$ cat config.mk
export PLATFORM = sky130hd
export DESIGN_NAME = debounce_sync
export DESIGN_NICKNAME = d
export VERILOG_FILES = /design/src/rtl/debounce_pkg.sv /design/src/rtl/sync2.sv /design/src/rtl/debounce_sync.sv
export SDC_FILE = /design/constraint.sdc
export NUM_CORES = 1
export LEC_CHECK = 0
export ABC_CLOCK_PERIOD_IN_PS = 1700
export BUFFER_PORTS_ARGS = -buffer_cell sky130_fd_sc_hd__buf_2
export CAP_MARGIN = 20
export CORE_AREA = 2 2 39 41
export DETAILED_ROUTE_END_ITERATION = 8
export DIE_AREA = 0 0 41 43
export SKIP_CTS_REPAIR_TIMING = 1
export SYNTH_ARGS = -nofsm -noshare
export SYNTH_HDL_FRONTEND = slang
export SYNTH_SLANG_ARGS = --single-unit
export TNS_END_PERCENT = 5
$ cat constraint.sdc
create_clock -name clk -period 1.7 [get_ports clk]
set_input_delay 0.085 -clock clk [delete_from_list [all_inputs] [get_ports clk]]
set_output_delay 0.085 -clock clk [all_outputs]
set_load 0.005 [all_outputs]
$ cat src/rtl/debounce_pkg.sv
// Shared state encodings and default sizing for the input debouncer.
package debounce_pkg;

    typedef enum logic [1:0] {
        IDLE_LOW  = 2'b00,
        WAIT_HIGH = 2'b01,
        IDLE_HIGH = 2'b11,
        WAIT_LOW  = 2'b10
    } state_e;

    localparam int STABLE_CYCLES_DEF = 4;
    localparam int CNT_W_DEF         = 3;

endpackage

$ cat src/rtl/sync2.sv
// Two-flop synchroniser for a single asynchronous bit; q lags d by two edges.
module sync2 (
    input  logic clk,
    input  logic reset,
    input  logic d,
    output logic q
);

    logic s1_q, s1_d;
    logic s2_q, s2_d;

    always_comb begin
        s1_d = d;
        s2_d = s1_q;
    end

    always_ff @(posedge clk) begin
        if (reset) begin
            s1_q <= 1'b0;
            s2_q <= 1'b0;
        end else begin
            s1_q <= s1_d;
            s2_q <= s2_d;
        end
    end

    assign q = s2_q;

endmodule

$ cat src/rtl/debounce_sync.sv
// Synchronises and debounces a raw input into a clean level plus rise/fall strobes.
// dout/rise/fall move STABLE_CYCLES+1 edges after s1 first captures a new held level.
module debounce_sync
    import debounce_pkg::*;
#(
    parameter int STABLE_CYCLES = STABLE_CYCLES_DEF,
    parameter int CNT_W         = CNT_W_DEF
) (
    input  logic clk,
    input  logic reset,
    input  logic din,
    output logic dout,
    output logic rise,
    output logic fall
);

    if (STABLE_CYCLES < 2 || STABLE_CYCLES > (1 << CNT_W)) begin : g_param_check
        $error("debounce_sync: STABLE_CYCLES out of range for CNT_W");
    end

    localparam logic [CNT_W-1:0] LAST_CNT = CNT_W'(STABLE_CYCLES - 1);

    logic       s2;
    state_e     state_q, state_d;
    logic [CNT_W-1:0] cnt_q, cnt_d;
    logic       dout_q, dout_d;
    logic       rise_q, rise_d;
    logic       fall_q, fall_d;

    sync2 u_sync2 (
        .clk   (clk),
        .reset (reset),
        .d     (din),
        .q     (s2)
    );

    always_comb begin
        state_d = state_q;
        cnt_d   = cnt_q;
        dout_d  = dout_q;
        rise_d  = 1'b0;
        fall_d  = 1'b0;

        unique case (state_q)
            IDLE_LOW: begin
                if (s2) begin
                    state_d = WAIT_HIGH;
                    cnt_d   = CNT_W'(1);
                end else begin
                    cnt_d   = '0;
                end
            end
            // A revert wins over completion on the same edge.
            WAIT_HIGH: begin
                if (!s2) begin
                    state_d = IDLE_LOW;
                    cnt_d   = '0;
                end else if (cnt_q == LAST_CNT) begin
                    state_d = IDLE_HIGH;
                    cnt_d   = '0;
                    dout_d  = 1'b1;
                    rise_d  = 1'b1;
                end else begin
                    cnt_d   = cnt_q + CNT_W'(1);
                end
            end
            IDLE_HIGH: begin
                if (!s2) begin
                    state_d = WAIT_LOW;
                    cnt_d   = CNT_W'(1);
                end else begin
                    cnt_d   = '0;
                end
            end
            WAIT_LOW: begin
                if (s2) begin
                    state_d = IDLE_HIGH;
                    cnt_d   = '0;
                end else if (cnt_q == LAST_CNT) begin
                    state_d = IDLE_LOW;
                    cnt_d   = '0;
                    dout_d  = 1'b0;
                    fall_d  = 1'b1;
                end else begin
                    cnt_d   = cnt_q + CNT_W'(1);
                end
            end
            default: begin
                state_d = IDLE_LOW;
                cnt_d   = '0;
            end
        endcase
    end

    always_ff @(posedge clk) begin
        if (reset) begin
            state_q <= IDLE_LOW;
            cnt_q   <= '0;
            dout_q  <= 1'b0;
            rise_q  <= 1'b0;
            fall_q  <= 1'b0;
        end else begin
            state_q <= state_d;
            cnt_q   <= cnt_d;
            dout_q  <= dout_d;
            rise_q  <= rise_d;
            fall_q  <= fall_d;
        end
    end

    assign dout = dout_q;
    assign rise = rise_q;
    assign fall = fall_q;

endmodule

==> key figures, run 1 <==
Place
  • Placed cells: 73
  • HPWL after detailed placement: 654 um
  • Worst setup slack after placement: -3.98 ps
  • Port Buffer Count: 5
  • GPL Wtd Cong: just under 0.7

Route
  • Per-cell routed wire length: 10.7 um
  • Via total after detailed routing: 379
  • Post-route ant nets: 0
  • Total length of routed wires: 824 um
  • Number of DRC violations after detailed routing: 0
  • Detailed-routing iteration count for the pre-antenna-repair pass: 2
  • Detail-routed via count per cell: 4.92
  • Number of design-rule violations left by the first detailed-router iteration: 3

Setup path
  • Number of buffers and inverters on the critical path: 1
  • Cell-by-cell trace of the critical path: inv_1 > ha_1 > mux2_4 > a221oi_4 > mux2_2
  • Worst stage delay on the critical path: 360 ps
  • Critical path data required time: 1850 ps
  • Largest fanout on the critical path: 3
  • CP Data Arrival Time: approximately 1800 ps
  • Startpoint Class: register
  • Cell at the slowest stage of the critical path: mux2_2
  • Endpoint type of the worst setup path: register
  • Largest delay share family, worst path: multiplexers
  • Type of the worst setup path: register to register

Layout
  • Antenna diode instance count: 0
  • Layout cells sized above 1: 0.295
  • Nets: 70
  • Area overhead of the layout relative to synthesis: 20.3%
  • Area taken by flip-flops and latches: 203 um^2
  • Layout filler cell count: roughly 150
  • Count of placed standard cells in the final layout, fillers left out: 77
  • Area of combinational cells with multiple inputs: 290 um^2

Synth
  • Dominant cell by count in the synthesized netlist: dfxtp_1
  • Area share of the largest cell type after synthesis: 0.396
  • Flip-flop cell with the highest count after synthesis: dfxtp_1
  • Post-synth ARST share: 0
  • Most used standard cells in the synthesized netlist: dfxtp_1, ha_1, nor2b_1
  • Number of standard cells after synthesis: 51
  • Cell Area, Synth: 505 um^2
  • Number of synthesized flops with an enable pin: 0
  • Synth warnings: 0
  • Post-synthesis net count: 59
  • Dominant cell type by area after synthesis: dfxtp_1
  • Register area share after synthesis: 0.396
  • Top post-synthesis cells by area: dfxtp_1, ha_1, nor2b_1
  • Synth Register Bits: 10
  • Count of cell types in the netlist: 22
  • Average cell area after synthesis: 9.91 um^2

Pwr
  • Pwr per Cell Area: 951 mW/mm^2
  • Clock power frac: 0.369
  • Total net switching power: 144 uW
  • Combinational share of power: 0.188
  • Switch share: 0.249
  • Worst voltage drop across the vdd grid: 0.519 mV
  • Standby leakage power: 0.253 nW
  • Part of the power in registers: 0.443
  • Design internal power: 434 uW

STA
  • Worst-case headroom to the max-slew limit: 0.839
  • Minimum clock period after layout: 1620 ps
  • Final count of pins violating max slew: 0
  • Worst Setup Slack, final: 78.3 ps
  • Worst hold slack: 41.2 ps
  • Setup clock skew after layout: 1.49 ps
  • Worst slew pin tran: ~240 ps
  • Final Cycle Share: 0.954
  • Unrepaired setup endpoints after global routing: false
  • Total count of hold-check failures in the final report: 0
  • Final setup violation count: 0
  • Achievable Freq: 617 MHz

Clock network
  • Root buffer cell: clkbuf_4
  • Sinks on Clock Net: 10
  • Number of H-tree levels: 1
  • CTS clk-pin slew, worst paths: around 70 ps
  • Max clock buf depth: 2
  • Number of buffers created by CTS: 3
  • CTS tree: built
  • Clock latency on the worst-skew pair: 260 ps

GRT
  • Initial antenna violation count: 0
  • Total track usage: 0.133
  • Via count of the first global-routing pass: 377
  • First-pass GRT wire length: around 1500 um
  • Total congestion overflow after global routing: 0
  • Largest net degree at the start of global routing: 12

Floorplanning
  • DIE WIDTH: 41 um
  • Initial standard-cell utilization of the core: 0.365
  • Io pins: 6
  • Full die area: 0.00176 mm^2
  • Row cnt: 14
  • Area of the core: 0.00138 mm^2
  • Height of the die: 43 um

Run status
  • Status: completed

Run
  • Max Cap Violations: 0

Hold path
  • HP Class: primary input to register
-- layout by cell type (no fill, tap or decap), types with 3 or more instances in the layout --
cell,instances
dfxtp_1,8
ha_1,5
buf_2,5
nor2b_1,4
inv_1,3
nor2_1,3
a21oi_1,3
nor3_1,3
clkbuf_4,3
buf_4,3
-- power by group through the flow --
stage | combinational [mW] | sequential (mW) | clock [mW]
after global routing | 0.124 | 0.257 | 0.228
after floorplan | 0.0789 | 0.258 | 0
after detailed placement | 0.101 | 0.261 | 0
final | 0.109 | 0.256 | 0.213
after CTS | 0.101 | 0.255 | 0.218
after global placement | 0.0983 | 0.260 | 0
-- per-stage QoR --
stage	setup TNS (ps)	cell area, um^2	utilization	total power [mW]
3_3_place_gp	0	558	0.403	0.359
5_1_grt	0	608	0.439	0.609
3_5_place_dp	-3.98	558	0.403	0.361
6_report	0	608	0.439	0.578
2_1_floorplan	0	505	-	0.337
4_1_cts	-14.6	594	0.429	0.575
-- state kept, by name (all words and copies together), names as in the netlist --
register / flops
cnt_q: 3
state_q: 2
dout: 1
fall: 1
rise: 1
u_sync2.q: 1
u_sync2.s1_q: 1
-- routing by layer --
| metal | vias up | global-route usage | wire, um |
|---|---|---|---|
| li1 | 196 | - | - |
| met1 | 177 | 0.151 | 365 |
| met2 | 4 | 0.194 | 416 |
| met3 | 2 | 0.0471 | 22 |
| met4 | 0 | 0.100 | 20 |
| met5 | - | 0 | 0 |
-- worst reg2reg max path: stages (launching register included) --
cell	delay [ps]
dfxtp_2	340
inv_1	70
ha_1	210
mux2_4	290
a221oi_4	250
mux2_2	360
-- worst paths after layout --
| kind | cells past startpoint | from | end | slack [ps] |
|---|---|---|---|---|
| max | 5 | state_q[0] | state_q[1] | 80 |
| min | 2 | din | u_sync2.s1_q | 40 |
| max reg2reg | 5 | state_q[0] | state_q[1] | 80 |
| min reg2reg | 1 | u_sync2.s1_q | u_sync2.q | 440 |
-- final cells by class --
type / instances / share of cell area
Clock buffer: 4 / 0.0597
Tap cell: 16 / 0.0329
Inverter: 3 / 0.0185
Sequential cell: 10 / 0.333
Timing Repair Buffer: 8 / 0.0782
Multi-Input combinational cell: 36 / 0.477
-- logic make-up (layout without fill, tap and decap cells) --
kind of cell               Yosys count  count (layout)  synth area share
and+or+nand+nor                     19              19             0.225
DFF                                 10              10             0.396
AOI/OAI and AO/OA                    8               8             0.109
adders and majority gates            5               5             0.124
buffers and inverters                5              15            0.0520
muxes                                4               4            0.0940
(Power assumes the default switching activity.)
==> run 2, diff against run 1 <==
--- a/config.mk
+++ b/config.mk
@@ -5,7 +5,7 @@
 export SDC_FILE = /design/constraint.sdc
 export NUM_CORES = 1
 export LEC_CHECK = 0
-export ABC_CLOCK_PERIOD_IN_PS = 1700
+export ABC_CLOCK_PERIOD_IN_PS = 1900
 export BUFFER_PORTS_ARGS = -buffer_cell sky130_fd_sc_hd__buf_2
 export CAP_MARGIN = 20
 export CORE_AREA = 2 2 39 41
==> constraint.sdc (replaced) <==
create_clock -name clk -period 1.9 [get_ports clk]
set_input_delay 0.095 -clock clk [delete_from_list [all_inputs] [get_ports clk]]
set_output_delay 0.095 -clock clk [all_outputs]
set_load 0.005 [all_outputs]
==> key figures, run 2 (same netlist as run 1, synthesis figures left out) <==
Run status
  • Status: completed (unchanged)

Clock network
  • Max clock buf depth: 2 (unchanged)
  • CTS clk-pin slew, worst paths: 60 ps (was 70 ps)
  • CTS tree: built (unchanged)
  • Root buffer cell: clkbuf_4 (unchanged)
  • Number of H-tree levels: 1 (unchanged)
  • Clock latency on the worst-skew pair: 270 ps (was 260 ps)
  • Number of buffers created by CTS: 3 (unchanged)
  • Sinks on Clock Net: 10 (unchanged)

Layout
  • Most frequent standard cell in the layout excluding fill and tap cells: dfxtp_1 (unchanged)
  • Layout cells sized above 1: 0.224 (was 0.295)
  • Area overhead of the layout relative to synthesis: 11.9% (was 20.3%)
  • Number of flip-flops under the largest register name: 3 (unchanged)
  • Most used cells in the layout excluding fill and tap cells: dfxtp_1, ha_1, buf_2, nor2b_1 (unchanged)
  • Layout filler cell count: 135 (was 146)
  • Nets: 68 (was 70)
  • Antenna diode instance count: 0 (unchanged)
  • Largest register by flop count: cnt_q (unchanged)
  • Largest registers ranked by flip-flop count: cnt_q x3, state_q x2 (unchanged)

Route
  • Via total after detailed routing: 379 (unchanged)
  • Detailed-routing iteration count for the pre-antenna-repair pass: 2 (unchanged)
  • Detail-routed via count per cell: 5.12 (was 4.92)
  • Number of design-rule violations left by the first detailed-router iteration: 3 (unchanged)
  • Post-route ant nets: 0 (unchanged)
  • Number of DRC violations after detailed routing: 0 (unchanged)
  • Per-cell routed wire length: 12.0 um (was 10.7 um)
  • Total length of routed wires: 887 um (was 824 um)

Pwr
  • Pwr per Cell Area: 814 mW/mm^2 (was 951 mW/mm^2)
  • Switch share: 0.272 (was 0.249)
  • Tot Pwr: 460 uW (was 578 uW)
  • Worst voltage drop across the vdd grid: 0.291 mV (was 0.519 mV)
  • Part of the power in registers: 0.498 (was 0.443)
  • Standby leakage power: 0.234 nW (was 0.253 nW)
  • Design internal power: 335 uW (was 434 uW)
  • Total net switching power: 125 uW (was 144 uW)
  • Clock power frac: 0.320 (was 0.369)
  • Combinational share of power: 0.182 (was 0.188)

Setup path
  • Endpoint type of the worst setup path: register (unchanged)
  • Startpoint Class: register (unchanged)
  • Type of the worst setup path: register to register (unchanged)
  • Critical path data required time: 2060 ps (was 1850 ps)
  • Largest fanout on the critical path: 5 (was 3)
  • CP Data Arrival Time: 1890 ps (was 1780 ps)

STA
  • Total negative slack: 0 ps (unchanged)
  • Unrepaired setup endpoints after global routing: false (unchanged)
  • Minimum clock period after layout: 1740 ps (was 1620 ps)
  • Worst hold slack: 38.8 ps (was 41.2 ps)
  • Final count of pins violating max slew: 0 (unchanged)
  • Final setup violation count: 0 (unchanged)
  • Worst slew pin tran: 248 ps (was 238 ps)
  • Achievable Freq: 576 MHz (was 617 MHz)
  • Total count of hold-check failures in the final report: 0 (unchanged)
  • Final Cycle Share: 0.913 (was 0.954)
  • Worst-case headroom to the max-slew limit: 0.835 (was 0.839)
  • Setup clock skew after layout: 3.56 ps (was 1.49 ps)

Floorplanning
  • Full die area: 0.00176 mm^2 (unchanged)
  • Io pins: 6 (unchanged)
  • DIE WIDTH: 41 um (unchanged)
  • Area of the core: 0.00138 mm^2 (unchanged)
  • Height of the die: 43 um (unchanged)
  • Row cnt: 14 (unchanged)
  • Initial standard-cell utilization of the core: 0.365 (unchanged)

GRT
  • Via count of the first global-routing pass: 340 (was 377)
  • Largest net degree at the start of global routing: 12 (unchanged)
  • First-pass GRT wire length: 1410 um (was 1500 um)
  • Initial antenna violation count: 0 (unchanged)
  • Total track usage: 0.135 (was 0.133)
  • Total congestion overflow after global routing: 0 (unchanged)

Place
  • GPL Wtd Cong: 0.706 (was 0.689)
  • Port Buffer Count: 5 (unchanged)
  • HPWL after detailed placement: 653 um (was 654 um)

Hold path
  • HP Class: primary input to register (unchanged)

Run
  • Max Cap Violations: 0 (unchanged)
-- run 2: cell types whose count changed in the layout (fill, tap and decap cells not counted) --
cell,delta
clkbuf_8,-1
a221oi_2,+1
buf_4,-2
dfxtp_2,-2
dfxtp_1,+2
a221oi_4,-1
-- run 2: worst paths after layout --
kind,startpoint,to,slack (ps),cells past startpoint
worst max-delay path,state_q[0],state_q[1],160,5
worst min-delay path,din,u_sync2.s1_q,40,2
worst max register to register,state_q[0],state_q[1],160,5
worst min register to register,u_sync2.s1_q,u_sync2.q,460,1
-- run 2: per-stage QoR --
stage | setup WS [ps] | std cells | util | instance area [um^2]
CTS | 148 | 74 | 0.409 | 566
global placement | 192 | 71 | 0.392 | 543
detailed placement | 159 | 71 | 0.392 | 543
floorplan | 252 | 51 | - | 505
global route | 53.1 | 74 | 0.409 | 566
finish | 165 | 74 | 0.409 | 566
-- run 2: cell type report --
cell class	instances	area (um^2)	share of cell area
multi-input cells	36	279	0.493
clock buffers	3	22.5	0.0398
well taps	16	20.0	0.0354
repair buffers	6	32.5	0.0575
inverters	3	11.3	0.0199
flip-flops and latches	10	200	0.354
-- run 2: worst max-delay path: stages, from the launching register on --
cell and delay [ps]:
dfxtp_1 350, inv_1 80, ha_1 250, mux2_4 290, a221oi_2 280, mux2_2 360
-- run 2: routing by layer --
metal	up-vias	global-route usage	routed length (um)
met5	-	0	0
met4	0	0.160	48
met3	5	0.0628	38
met2	7	0.178	415
met1	174	0.134	386
li1	193	-	-
-- run 2: power by group through the flow --
stage	clock [mW]	combinational [mW]	sequential, mW
after CTS	0.150	0.0849	0.229
after global placement	0	0.0826	0.233
after floorplan	0	0.0706	0.231
after global routing	0.157	0.0925	0.230
final	0.147	0.0838	0.229
after detailed placement	0	0.0849	0.234
